### src/rtl/mac_pkg.sv
// Shared types and constants for the 16-bit MAC accumulate controller.
package mac_pkg;
  localparam int ACC_W      = 32;
  localparam int DATA_W_DEF = 16;
  localparam int LEN_W_DEF  = 8;

  typedef enum logic [1:0] {IDLE, RUN, DRAIN, HOLD} mac_state_t;
endpackage

### src/rtl/Brent_kung_32bitt.sv
// 32-bit Brent-Kung parallel-prefix adder: sum = a + b + cin, with carry-out.
module Brent_kung_32bitt
  import mac_pkg::*;
(
  input  logic [ACC_W-1:0] a,
  input  logic [ACC_W-1:0] b,
  input  logic             cin,
  output logic [ACC_W-1:0] sum,
  output logic             cout
);

  always_comb begin
    logic [ACC_W-1:0] g;
    logic [ACC_W-1:0] p;
    logic [ACC_W-1:0] hp;
    logic [ACC_W-1:0] carry;
    logic [4:0]       hi;
    logic [4:0]       lo;
    hp = a ^ b;
    g  = a & b;
    p  = hp;
    hi = '0;
    lo = '0;
    // Up-sweep builds group terms at positions 2^(l+1)k-1; down-sweep fills the rest.
    for (int l = 0; l < 5; l++) begin
      for (int i = 0; i < ACC_W; i++) begin
        if (((i + 1) % (2 << l)) == 0) begin
          hi = 5'(i);
          lo = 5'(i - (1 << l));
          g[hi] = g[hi] | (p[hi] & g[lo]);
          p[hi] = p[hi] & p[lo];
        end
      end
    end
    for (int l = 3; l >= 0; l--) begin
      for (int i = 0; i < ACC_W; i++) begin
        if ((i >= (2 << l)) && (((i + 1) % (2 << l)) == (1 << l))) begin
          hi = 5'(i);
          lo = 5'(i - (1 << l));
          g[hi] = g[hi] | (p[hi] & g[lo]);
          p[hi] = p[hi] & p[lo];
        end
      end
    end
    carry = {g[ACC_W-2:0] | (p[ACC_W-2:0] & {(ACC_W-1){cin}}), cin};
    sum   = hp ^ carry;
    cout  = g[ACC_W-1] | (p[ACC_W-1] & cin);
  end

endmodule

### src/rtl/mac_accum_ctrl.sv
// Sequences one multiply-accumulate job: streams cfg_len operand pairs in,
// registers each product, accumulates it, and holds the sum until consumed.
module mac_accum_ctrl
  import mac_pkg::*;
#(
  parameter int DATA_W = DATA_W_DEF,
  parameter int LEN_W  = LEN_W_DEF
) (
  input  logic              clk,
  input  logic              rst_n,
  input  logic              start,
  input  logic [LEN_W-1:0]  cfg_len,
  output logic              busy,
  input  logic              in_valid,
  output logic              in_ready,
  input  logic [DATA_W-1:0] in_a,
  input  logic [DATA_W-1:0] in_b,
  output logic              out_valid,
  input  logic              out_ready,
  output logic [ACC_W-1:0]  out_acc,
  output logic              out_ovf
);

  mac_state_t       state, next_state;
  logic [LEN_W-1:0] len, count;
  logic [ACC_W-1:0] prod_p1, acc_p2, sum;
  logic             vld_p1, ovf_p2, cout, take, launch;

  assign take   = in_valid & in_ready;
  assign launch = (state == IDLE) & start;

  always_ff @(posedge clk) begin
    if (!rst_n) state <= IDLE;
    else        state <= next_state;
  end

  always_comb begin
    next_state = state;
    case (state)
      IDLE:    if (start) next_state = (cfg_len == '0) ? HOLD : RUN;
      RUN:     if (take && ((count + 1'b1) == len)) next_state = DRAIN;
      DRAIN:   next_state = HOLD;
      HOLD:    if (out_ready) next_state = IDLE;
      default: next_state = IDLE;
    endcase
  end

  always_comb begin
    busy      = (state != IDLE);
    in_ready  = (state == RUN);
    out_valid = (state == HOLD);
  end

  // Stage p1: product register, loaded only on an operand handshake.
  always_ff @(posedge clk) begin
    if (take) prod_p1 <= ACC_W'(in_a) * ACC_W'(in_b);
  end

  // Stage p2: accumulate; the final product lands during the single DRAIN cycle.
  always_ff @(posedge clk) begin
    if (!rst_n) begin
      len    <= '0;
      count  <= '0;
      vld_p1 <= 1'b0;
      acc_p2 <= '0;
      ovf_p2 <= 1'b0;
    end else begin
      vld_p1 <= take;
      if (take) count <= count + 1'b1;
      if (launch) begin
        len    <= cfg_len;
        count  <= '0;
        acc_p2 <= '0;
        ovf_p2 <= 1'b0;
      end else if (vld_p1) begin
        acc_p2 <= sum;
        ovf_p2 <= ovf_p2 | cout;
      end
    end
  end

  Brent_kung_32bitt u_adder (
    .a    (acc_p2),
    .b    (prod_p1),
    .cin  (1'b0),
    .sum  (sum),
    .cout (cout)
  );

  assign out_acc = acc_p2;
  assign out_ovf = ovf_p2;

endmodule
### config.mk
export PLATFORM = sky130hd
export DESIGN_NAME = mac_accum_ctrl
export DESIGN_NICKNAME = d
export VERILOG_FILES = /design/src/rtl/mac_pkg.sv /design/src/rtl/Brent_kung_32bitt.sv /design/src/rtl/mac_accum_ctrl.sv
export SDC_FILE = /design/constraint.sdc
export NUM_CORES = 1
export LEC_CHECK = 0
export BUFFER_PORTS_ARGS = -buffer_cell sky130_fd_sc_hd__buf_2
export CAP_MARGIN = 20
export CORE_ASPECT_RATIO = 0.75
export CORE_MARGIN = 1
export CORE_UTILIZATION = 40
export CTS_BUF_LIST = sky130_fd_sc_hd__clkbuf_8
export CTS_CLUSTER_SIZE = 40
export DETAILED_ROUTE_END_ITERATION = 10
export GPL_TIMING_DRIVEN = 0
export PLACE_DENSITY = 0.54
export SLEW_MARGIN = 15
export SYNTH_ARGS = -nofsm -noshare
export SYNTH_HDL_FRONTEND = slang
export SYNTH_SLANG_ARGS = --single-unit
### constraint.sdc
create_clock -name clk -period 8.92 [get_ports clk]
set_input_delay 2.23 -clock clk [delete_from_list [all_inputs] [get_ports clk]]
set_output_delay 2.23 -clock clk [all_outputs]
set_load 0.02 [all_outputs]
# After elaboration in Yosys (flattened, before gate mapping)

Index checks and enable logic that the tools add are counted.

Flip-flop bits (word level): 84
Output and inout bits: 36
Word-level logic and storage cells: 174

Add/subtract/negate cells: 1
Multiply operators: 1
Eq/ne operators: 7
Mux-type cells: 5
Bitwise logic cells: 147
Reduce and logical (&&, ||, !) cells: 6

Operators with widths:

| operator                                                         | number |
|---|---|
| 1-bit AND                                                        | 85 |
| 32-bit XOR                                                       | 2 |
| 1-bit bitwise OR                                                 | 58 |
| 32-bit AND                                                       | 1 |
| 16-bit by 16-bit multiplier with 32-bit output                   | 1 |
| 8-bit by 1-bit adder with 8-bit output (second input constant)   | 1 |
| 8-bit == test                                                    | 1 |
| 8-bit zero test                                                  | 1 |
| 2-bit 2-to-1 mux                                                 | 4 |
| 2-bit one-hot mux with 4 select lines                            | 1 |
| 2-bit == test (second input constant)                            | 2 |
| 2-bit by 1-bit != test with 1-bit output (second input constant) | 2 |
| 3-bit AND reduction                                              | 1 |
| 2-bit by 1-bit == test with 1-bit output (second input constant) | 1 |
| 2-bit zero test                                                  | 1 |
| 2-bit != test (second input constant)                            | 1 |
| 2-bit nonzero test                                               | 1 |
| 2-bit OR reduction                                               | 1 |
| 1-bit logical AND                                                | 1 |
| 1-bit NOT                                                        | 1 |

# Longest topological paths before layout

Word-level depth: 18
Mapped depth: 24
Depth with buffers taken out: 23

# Cells and area by module

From an unflattened synthesis, not the netlist that was laid out.

Cells, all modules: 1,460
Area total of the unflattened synthesis: 13,345.3 µm²

By module, submodules not included:

| module            | times used | cells an instance | area an instance (µm²) |
|---|---|---|---|
| mac_accum_ctrl    | 1          | 1,270             | 11,848.9 |
| Brent_kung_32bitt | 1          | 190               | 1,496.4 |

# Least setup slack after synthesis

Ideal clock, no wire load.

Path kind: input -> register
From: in in_a[10]
To: reg prod_p1[31], data pin
Setup time: 0.260 ns
Arrival: 7.646 ns
Path slack: 1.014 ns
Stages: 21
Cell sequence: clkbuf_1 nand2_1 fa_1 fa_1 fa_1 fa_1 inv_1 fa_1 inv_1 fa_1 inv_1 ha_1 and3_1 and3_4 a211oi_4 nor4b_4 o41ai_4 o31a_1 o21ai_1 a21oi_2 xnor2_1

Cells in the longest elaborated chain, start to end: 1

Ends and longest elaborated chain:

| item                                           | line                 | source |
|---|---|---|
| start, declared                                | mac_accum_ctrl.sv:16 | `input logic [DATA_W-1:0] in_a,` |
| 16-bit by 16-bit multiplier with 32-bit output | mac_accum_ctrl.sv:56 | `if (take) prod_p1 <= ACC_W'(in_a) * ACC_W'(in_b);` |
| end signal, assigned                           | mac_accum_ctrl.sv:56 |  |
| end, declared                                  | mac_accum_ctrl.sv:26 | `logic [ACC_W-1:0] prod_p1, acc_p2, sum;` |

No other way between the ends.
A chain may end at the register's enable or synchronous reset.

# Final worst setup path

From: in in_b[7]
To: reg prod_p1[30], data pin

Cells in the longest elaborated chain, start to end: 1

Ends and longest elaborated chain:

| item                                           | line                 | source |
|---|---|---|
| start, declared                                | mac_accum_ctrl.sv:17 | `input logic [DATA_W-1:0] in_b,` |
| 16-bit by 16-bit multiplier with 32-bit output | mac_accum_ctrl.sv:56 |  |

No other way between the ends.

==> impl_results.md <==
* Clock period minus worst slack at 8.56 ns
* Sw Pwr at 2530 µW
* Worst-path maximum fanout at 10
* Status: finished clean
* Critical path's slowest cell: fa_1
* DR DRC count at 0
* Pint at around 2700 µW
* Avg Inst Size Synth at 9.38 µm²
* IR drop worst, VDD at 0.414 mV
* # Max-Cap Violations at 0
* Area leader, netlist: fa_1
* Core region area at 31,300 µm²
* Initial antenna violation count at 0
* Final WL at 31,100 µm
* DR iter-0 viols at 453
* Clk pwr share at ~7%
* First-pass GRT wire length at approximately 51,000 µm
* RSZ-0062 raised after global routing: no
* Port bufs at 79
* Count of non-filler cells in the finished layout at 1,849
* CTS Hold Bufs at 0
* Post-synth top flop: dfxtp_1
* Die ar. at about 32,000 µm²
* Starting Density at 40.6%
* Layout area overhead at 9.16%
* Cell family with most CP delay: adder cells
* Number of cells produced by synthesis at 1,351
* TritonCTS Sinks at 84
* Max-Slew Margin vs Limit at a little over a third
* Simple-gate share of the synthesized area at 15.4%
* Cell area after placement at roughly 14,000 µm²
* Compound-Gate Fraction of Synth Area at under 10%
* Mux share of post-synthesis cell area at ~1.3%
* Syn Nets at 1,747
* Htree depth at 3
* Synth top area cells: fa_1, ha_1, dfxtp_1
* Fin Clk Skew at roughly 0.023 ns
* Worst Hold Class: register to register
* Maximum operating frequency at 0.117 GHz
* Worst endpoint required time at 9.04 ns
* CTS clock-pin slew for the worst setup and hold paths at approximately 0.09 ns
* Post-Synth XOR/XNOR Area at 4.21%
* CP peak stage delay at 0.61 ns
* Async SR Flop Fraction at 0%
* Post-synth top cells: inv_1, fa_1, nand2_1
* Register area share after synthesis at 15.8%
* Most used cell, CP: fa_1
* Worst path buffer plus inverter count at 5
* Crit path DAT at approximately 8.7 ns
* Post-DP HPWL at 26,500 µm
* Fill count at roughly 3,100
* Skew-Pair Late Insertion Delay at 0.38 ns
* Final setup viols at 0
* Vias at 9,232
* Worst-margin pin slew at a little under 1 ns
* DR pass1 iterations at 5
* Synth top area share at approximately a third
* Cell Chain, Critical Path: buf_2, clkbuf_1, nand2_1, fa_1, fa_1, fa_1, inv_1, fa_1, fa_1, inv_1, fa_1, inv_1, ha_1, a21oi_1, a21oi_1, a211oi_1, a21oi_1, a21oi_1, a211oi_2, a21oi_1, nor3_1, a311o_1
* I/O Pins at 81
* GRT overflow at 0
* Hold WS at 0.478 ns
* CTS tree: yes
* Clk root buf: clkbuf_8
* Critical path capture point type: register
* DR WL/cell at 16.8 µm
* Most frequent cell after synthesis: inv_1
* GPL Wtd Cong at 0.888
* Cell Rows at 56
* CTS buffer count at 9
* Synth Area in Adders at 47.1%
* Worst-case clock buffer depth at 2
* Leak at between 0.006 and 0.007 µW
* Place WS at -0.0584 ns
* Vias per cell at 4.99
* Crit share post-route at between 90 and 100%
* Nets@finish at around 1,800
* Largest net degree at the start of global routing at 40
* Fin. Hold Viols at 0
* YS warnings at 0
* Post-layout instance area at 13,800 µm²
* Critical path type: input pin to register
* Register share of total power at 14.7%
* Pwr per Cell Area at 377 nW/µm²
* Crit start category: input pin
* Placed Cells at ~1,800
* Post-synthesis cell area at 12,700 µm²
* Antenna diodes at 0
* EDFF count, synth at 32
* Share of layout cells above drive strength 1 at 7.90%
* Antenna viol nets, final at 0
* Synth unique cells at 53
* Die height at 156 µm
* Sw Ratio at 48.5%
* Combinational Power Share at 78.3%
* Final Max Tran Viols at 0
* GR Util All Layers at 20.4%
* Flip-flop and latch count after synthesis at 84
* Vias in the first global route at between 9,000 and 10,000
* PnR worst setup slack at 0.364 ns
* Combinational family with the most area after synthesis: adder cells
* DIE WIDTH at ~210 µm
tightest hold or removal path, stage by stage, from the launching register on:
cell	delay, ns
dfxtp_1	0.33
nand2_1	0.05
a21boi_0	0.06
sequential cells by signal, indices dropped and copies added (netlist names):
register	flops
out_acc	32
count	8
prod_p1	32
len	8
vld_p1	1
state	2
out_ovf	1
power by group through the flow:
stage          combinational, µW  clock (µW)  sequential, µW
3_3_place_gp                4100           0             775
4_1_cts                     4160         377             768
3_5_place_dp                4120           0             777
6_report                    4090         365             764
2_1_floorplan               3260           0             773
5_1_grt                     4700         391             779
worst paths after layout:
path         slack [ns]  depth (start not counted)          end       start
max reg2reg        5.36                         15  out_acc[30]  out_acc[0]
max                0.36                         22  prod_p1[30]     in_b[7]
min reg2reg        0.48                          2       len[3]      len[3]
min                0.48                          2       len[3]      len[3]
cells in the final DEF (no fill, tap or decap), drive strengths merged, types with 6 or more instances in the layout:
cell type | Yosys | final
inv | 245 | 248
fa | 210 | 210
nand2 | 184 | 184
ha | 141 | 141
and2 | 107 | 107
buf | 3 | 82
nor2 | 56 | 56
dfxtp | 52 | 52
clkbuf | 43 | 49
xnor2 | 47 | 47
a21oi | 39 | 39
edfxtp | 32 | 32
a211oi | 25 | 25
o21ai | 23 | 23
nand3 | 21 | 21
mux2i | 17 | 17
a21o | 17 | 17
xor2 | 14 | 14
nand2b | 8 | 8
nor3 | 7 | 7
a21boi | 7 | 7
nand4 | 6 | 6
o21bai | 6 | 6
cells by family (layout without fill, tap and decap cells):
kind of cell | after synthesis | count (layout)
buf+inv | 292 | 384
simple gates | 409 | 409
compound gates | 137 | 137
xor+xnor | 61 | 61
flops | 84 | 84
mux | 17 | 17
fa+ha+maj | 351 | 351
metal layers:
layer	wire [µm]	track usage (%)	share of wire, %	vias up
met5	0	0	0	-
met4	544	4.23	1.8	0
met3	1570	3.58	5.1	35
met2	13900	32.1	45	189
met1	15000	29.5	48	4596
li1	-	-	-	4412
repair_timing:
action	in CTS	in global routing
buffers inserted	0	0
resized for setup	0	0
endpoints found under the setup margin	0	2
cell type report:
class | instances | area (µm²) | area share, %
tap | 406 | 508 | 3.67
buffer | 43 | 169 | 1.22
sequential | 84 | 2000 | 14.5
clock inverter | 7 | 144 | 1.04
inverter | 246 | 925 | 6.68
timing repair buffer | 79 | 395 | 2.86
multi-input combinational | 975 | 9570 | 69.2
clock buffer | 9 | 124 | 0.895
per-stage QoR:
step / TNS [ns] / utilization [%] / total power [µW]
finish: 0 / 44.3 / 5220
global route: 0 / 44.3 / 5870
CTS: 0 / 44.3 / 5310
detailed placement: -0.0584 / 43.5 / 4900
global placement: -0.0600 / 43.5 / 4870
floorplan: 0 / - / 4030
(Power assumes the default switching activity.)
